==> config.mk <==
export PLATFORM = sky130hd
export DESIGN_NAME = i2s_rx
export DESIGN_NICKNAME = d
export VERILOG_FILES = /design/src/rtl/i2s_pkg.sv /design/src/rtl/i2s_rx_sync.sv /design/src/rtl/i2s_rx.sv
export SDC_FILE = /design/constraint.sdc
export NUM_CORES = 1
export LEC_CHECK = 0
export CORE_ASPECT_RATIO = 1.5
export CORE_MARGIN = 1.5
export CORE_UTILIZATION = 44
export CTS_CLUSTER_DIAMETER = 60
export DETAILED_ROUTE_END_ITERATION = 12
export HOLD_SLACK_MARGIN = 0.02
export PLACE_DENSITY = 0.68
export SYNTH_ARGS = -nofsm -noshare
export SYNTH_HDL_FRONTEND = slang
export SYNTH_SLANG_ARGS = --single-unit
==> constraint.sdc <==
create_clock -name i_clk -period 3 [get_ports i_clk]
set_clock_uncertainty 0.2 [all_clocks]
set_input_delay 0.6 -clock i_clk [delete_from_list [all_inputs] [get_ports i_clk]]
set_output_delay 0.6 -clock i_clk [all_outputs]
set_load 0.005 [all_outputs]
==> src/rtl/i2s_pkg.sv <==
// rtl/i2s_pkg.sv - shared I2S types and word-select encoding
package i2s_pkg;

    typedef enum logic [1:0] {
        IDLE = 2'd0,
        SYNC = 2'd1,
        RUN  = 2'd2
    } i2s_rx_state_t;

    localparam logic WS_LEFT  = 1'b0;
    localparam logic WS_RIGHT = 1'b1;

endpackage

==> src/rtl/i2s_rx_sync.sv <==
// rtl/i2s_rx_sync.sv - 2-FF synchronizers for tclk/ws/td plus registered tclk rise detect
module i2s_rx_sync (
    input  logic i_clk,
    input  logic i_rst_n,
    input  logic i_tclk,
    input  logic i_ws,
    input  logic i_td,
    output logic o_rise,
    output logic o_ws_s,
    output logic o_td_s
);

    logic [2:0] r_tclk;
    logic [1:0] r_ws;
    logic [1:0] r_td;
    logic       r_rise;
    logic       r_ws_s;
    logic       r_td_s;

    // ws/td are re-registered alongside rise so they stay aligned with it
    always_ff @(posedge i_clk) begin
        if (!i_rst_n) begin
            r_tclk <= '0;
            r_ws   <= '0;
            r_td   <= '0;
            r_rise <= 1'b0;
            r_ws_s <= 1'b0;
            r_td_s <= 1'b0;
        end else begin
            r_tclk <= {r_tclk[1:0], i_tclk};
            r_ws   <= {r_ws[0], i_ws};
            r_td   <= {r_td[0], i_td};
            r_rise <= r_tclk[1] & ~r_tclk[2];
            r_ws_s <= r_ws[1];
            r_td_s <= r_td[1];
        end
    end

    assign o_rise = r_rise;
    assign o_ws_s = r_ws_s;
    assign o_td_s = r_td_s;

endmodule

==> src/rtl/i2s_rx.sv <==
// rtl/i2s_rx.sv - I2S receive engine: frame sync, deserialiser, valid/ready frame output
module i2s_rx
    import i2s_pkg::*;
#(
    parameter int DATA_WIDTH = 32
) (
    input  logic                  i_clk,
    input  logic                  i_rst_n,
    input  logic                  i_enable,
    input  logic                  i_tclk,
    input  logic                  i_ws,
    input  logic                  i_td,
    output logic [DATA_WIDTH-1:0] o_data_left,
    output logic [DATA_WIDTH-1:0] o_data_right,
    output logic                  o_valid,
    input  logic                  i_ready,
    output logic                  o_overrun
);

    localparam int CW = $clog2(DATA_WIDTH + 1);
    localparam logic [DATA_WIDTH-1:0] MSB_MASK = {1'b1, {(DATA_WIDTH-1){1'b0}}};
    localparam logic [CW-1:0] CNT_MAX = CW'(DATA_WIDTH);

    logic w_rise;
    logic w_ws;
    logic w_td;
    logic [DATA_WIDTH-1:0] w_mask;
    logic [DATA_WIDTH-1:0] w_shift_next;

    i2s_rx_state_t         r_state;
    logic [CW-1:0]         r_cnt;
    logic [DATA_WIDTH-1:0] r_shift;
    logic                  r_ws_prev;
    logic [DATA_WIDTH-1:0] r_left_hold;
    logic [DATA_WIDTH-1:0] r_data_left;
    logic [DATA_WIDTH-1:0] r_data_right;
    logic                  r_valid;
    logic                  r_overrun;

    i2s_rx_sync u_sync (
        .i_clk   (i_clk),
        .i_rst_n (i_rst_n),
        .i_tclk  (i_tclk),
        .i_ws    (i_ws),
        .i_td    (i_td),
        .o_rise  (w_rise),
        .o_ws_s  (w_ws),
        .o_td_s  (w_td)
    );

    // once cnt saturates the mask shifts out to zero, so extra bits of a long word drop
    assign w_mask = MSB_MASK >> r_cnt;

    always_comb begin
        w_shift_next = w_td ? (r_shift | w_mask) : (r_shift & ~w_mask);
    end

    always_ff @(posedge i_clk) begin
        if (!i_rst_n || !i_enable) begin
            r_state      <= IDLE;
            r_cnt        <= '0;
            r_shift      <= '0;
            r_ws_prev    <= WS_LEFT;
            r_left_hold  <= '0;
            r_data_left  <= '0;
            r_data_right <= '0;
            r_valid      <= 1'b0;
            r_overrun    <= 1'b0;
        end else begin
            r_overrun <= 1'b0;
            if (r_valid && i_ready)
                r_valid <= 1'b0;
            unique case (r_state)
                IDLE: r_state <= SYNC;
                SYNC: begin
                    if (w_rise) begin
                        r_ws_prev <= w_ws;
                        if (w_ws == WS_LEFT && r_ws_prev == WS_RIGHT)
                            r_state <= RUN;
                    end
                end
                RUN: begin
                    if (w_rise) begin
                        r_ws_prev <= w_ws;
                        if (w_ws != r_ws_prev) begin
                            if (r_ws_prev == WS_LEFT) begin
                                r_left_hold <= w_shift_next;
                            end else begin
                                r_data_left  <= r_left_hold;
                                r_data_right <= w_shift_next;
                                r_valid      <= 1'b1;
                                r_overrun    <= r_valid & ~i_ready;
                            end
                            r_shift <= '0;
                            r_cnt   <= '0;
                        end else begin
                            r_shift <= w_shift_next;
                            if (r_cnt != CNT_MAX)
                                r_cnt <= r_cnt + 1'b1;
                        end
                    end
                end
                default: r_state <= IDLE;
            endcase
        end
    end

    assign o_data_left  = r_data_left;
    assign o_data_right = r_data_right;
    assign o_valid      = r_valid;
    assign o_overrun    = r_overrun;

endmodule

==> results by group <==
Run status
  • Status: finished, final reports clean

Clock tree
  • Num CTS Buffers: 17
  • Sink Count: between 100 and 150
  • Setup bufs post-CTS: 0
  • Root Driver: clkbuf_16
  • Post-CTS sizing: 0
  • Post-CTS Hold Buffers: 0
  • CTS max path bufs: 2
  • Clock transition at path regs: 0.07 ns
  • CTS tree: yes
  • Skew-Pair Late Insertion Delay: 0.42 ns
  • Htree depth: 4

Yosys
  • Number of synthesized flops with an enable pin: 0
  • Adder-Cell Fraction of Synth Area: between 2 and 2.5%
  • Syn avg cell area: 8.79 µm²
  • Async SR Flop Fraction: 0%
  • Post-Synth XOR/XNOR Area: 0%
  • Synth Warn #: 0
  • Post-synthesis compound-gate area fraction: between 20 and 30%
  • Yosys cell types: 49
  • Seq/Total Area, Yosys: 45.4%
  • Top cells by count, synth: dfxtp_1 (149), nand2_1 (99), a211oi_1 (95), o21ai_0 (67), a21oi_1 (54)
  • Post-Syn Area: 6570 µm²
  • Largest cells by area after synthesis: dfxtp_1 (45%), a211oi_1 (11%), nand2_1 (5.7%), o21ai_0 (5.1%), a21oi_1 (4.1%)
  • Top cell type's share of synthesized area: 45.4%
  • Largest family of logic cells by synthesized area: compound AO/OA/AOI/OAI gates
  • Cell taking the most area after synthesis: dfxtp_1
  • Synth Instances: 748
  • Syn_nets: 767
  • Most numerous cell in the Yosys netlist: dfxtp_1
  • Register bit total from synthesis: 149
  • Simple-gate share of the synthesized area: between 10% and 20%
  • Dominant synthesized flop cell: dfxtp_1
  • Mux cell area share after synthesis: roughly 1.5%

Floorplan
  • Die Wd: 103 µm
  • Initial core utilization: 45.0%
  • Core ar.: 14600 µm²
  • I/O pin cnt: 73
  • Die area: 15700 µm²
  • Die height: 153 µm
  • Row count: 54

Routing
  • Detail Route Antenna Nets: 0
  • DRT Pass-1 Iters: 5
  • Iter 0 DRT Violations: ~430
  • Wirelength, routed: between 15000 and 20000 µm
  • DR vias: 5827
  • # DRC: 0
  • Routed vias/inst: 5.89
  • WL/cell: 18.3 µm

Layout
  • Post-Layout Cell Count: 989
  • N_diodes: 0
  • Nets: 799
  • Area Overhead vs Synth: 19.6%
  • Share of cells above drive strength 1: under 10%

Worst setup path
  • Slowest stage delay, CP: 0.84 ns
  • Reg-to-reg endpoint: r_left_hold[24]$_SDFFE_PP0P_
  • CP cell instances: ha_1 > nor4b_2 > mux2i_1 > a21oi_1
  • Crit path capture type: register
  • Flop-to-flop setup slack: 0.67 ns
  • Crit path max fanout: 19
  • Setup crit end: r_left_hold[24]$_SDFFE_PP0P_
  • Critical path origin: r_cnt[2]$_SDFFE_PP0P_
  • Startpoint class of the critical path: register
  • Crit Path Category: register to register
  • Worst reg-to-reg path cell count: 4
  • Arr. time, crit path: 2.41 ns
  • RR Startpoint: r_cnt[2]$_SDFFE_PP0P_
  • Crit path required time: approximately 3 ns
  • Critical path's slowest cell: dfxtp_1

GRT
  • All-layer global routing usage: 24.0%
  • First-pass GRT wire length: 29500 µm
  • Largest net degree at the start of global routing: 95
  • Initial antenna violation count: 0
  • Total gr overflow: 0
  • Number of global-route vias before repair: roughly 5900

Power
  • Worst vdd ir: around 0.38 mV
  • Leak: 2.55 nW
  • Final Power: 0.00414 W
  • P per Cell Area: ~530 nW/µm²

Flow run
  • # Max-Cap Violations: 0

Placed design
  • DP HPWL: 11700 µm
  • Placed cell count: 957
  • Port Buf Inserts: 72
  • Routability cong.: a little under 0.9

Timing
  • Final Cycle Share: 77.6%
  • Final slew viol count: 0
  • Fin. Hold Viols: 0
  • Unrepaired setup endpoints after global routing: no
  • Fmax: approximately 430 MHz
  • Slew margin rel.: a little over two fifths
  • Tightest Pin Transition: 0.846 ns
  • Fin Hold WS: 0.186 ns
  • Finish-stage setup viols: 0
  • Min Tclk post-route: 2.33 ns
  • Setup TNS: 0 ns

Min path
  • Hold WC Path Type: register to register
## state kept, by name, summed over array words and instances, names as in the netlist, 2 cells and up
register / count
o_data_right: 32
o_data_left: 32
r_left_hold: 32
r_shift: 32
u_sync.r_ws: 2
r_cnt: 6
u_sync.r_tclk: 3
u_sync.r_td: 2
r_state: 2
## area by class of cell
cell class | count | area (µm²)
sequential | 149 | 2980
inverter | 9 | 33.8
multi-input combinational | 514 | 3160
fill | 1381 | 6730
clock buffer | 18 | 429
clock inverter | 14 | 140
timing repair buffer | 89 | 873
tap | 196 | 245
## cells by family (layout without fill, tap and decap cells)
logic type      after synthesis  count (layout)
compound gates              257             257
fa+ha+maj                    12              12
buf+inv                      85             130
flops                       149             149
mux                          10              10
simple gates                235             235
## worst max-delay path: cells and delay by family, from the launching register on
| kind | cells | cell delay, ns |
|---|---|---|
| flip-flops | 1 | 0.84 |
| AO/OA/AOI/OAI | 1 | 0.15 |
| adder cells (fa/ha/maj) | 1 | 0.32 |
| multiplexers | 1 | 0.45 |
| AND/OR/NAND/NOR | 1 | 0.23 |
## stage by stage
stage	utilization (%)	cell area, µm²	setup slack [ns]
3_3_place_gp	50.0	7290	0.527
5_1_grt	53.9	7860	0.574
3_5_place_dp	50.0	7290	0.379
6_report	53.9	7860	0.673
4_1_cts	53.9	7860	0.717
2_1_floorplan	-	6570	1.23
## cell usage in the layout, fill, tap and decap left out, types with 4 or more instances in the layout
cell type,instances
a21oi_1,54
nand2_1,99
and4bb_2,4
and3_1,4
dfxtp_1,149
o211ai_1,25
nand4_1,24
and2_1,11
nor2_1,23
buf_4,15
nand3_1,31
mux2i_1,10
a211oi_1,95
ha_1,12
clkdlybuf4s50_1,72
inv_1,9
clkinvlp_4,4
inv_6,6
nor2_2,4
o2bb2ai_1,8
clkbuf_16,17
o21ai_0,67
## routing by layer
metal	track usage (%)	wire length [µm]	vias to the layer above	share of wire, %
met5	0	0	-	0
met4	13.4	827	0	4.6
met3	4.50	942	48	5.2
met2	41.3	9460	211	52
met1	27.2	6860	2767	38
li1	-	-	2801	-
## report_power, final
group / leakage [nW] / total, W / internal [W] / switching (W)
logic: 1.08 / 0.0000751 / 0.0000247 / 0.0000504
registers: 1.20 / 0.00199 / 0.00198 / 0.00000476
clock network: 0.269 / 0.00207 / 0.00117 / 0.000906
## worst min-delay path by stage
stage	start	end	depth (start not counted)
final	u_sync.r_tclk[2]$_SDFF_PN0_	u_sync.o_rise$_SDFF_PN0_	1
after global routing	u_sync.r_tclk[2]$_SDFF_PN0_	u_sync.o_rise$_SDFF_PN0_	1
after CTS	u_sync.r_tclk[2]$_SDFF_PN0_	u_sync.o_rise$_SDFF_PN0_	1
after detailed placement	u_sync.r_tclk[2]$_SDFF_PN0_	u_sync.o_rise$_SDFF_PN0_	1
after global placement	u_sync.r_tclk[2]$_SDFF_PN0_	u_sync.o_rise$_SDFF_PN0_	1
after floorplan	u_sync.r_tclk[2]$_SDFF_PN0_	u_sync.o_rise$_SDFF_PN0_	1
Power figures use the tool's default switching activity.
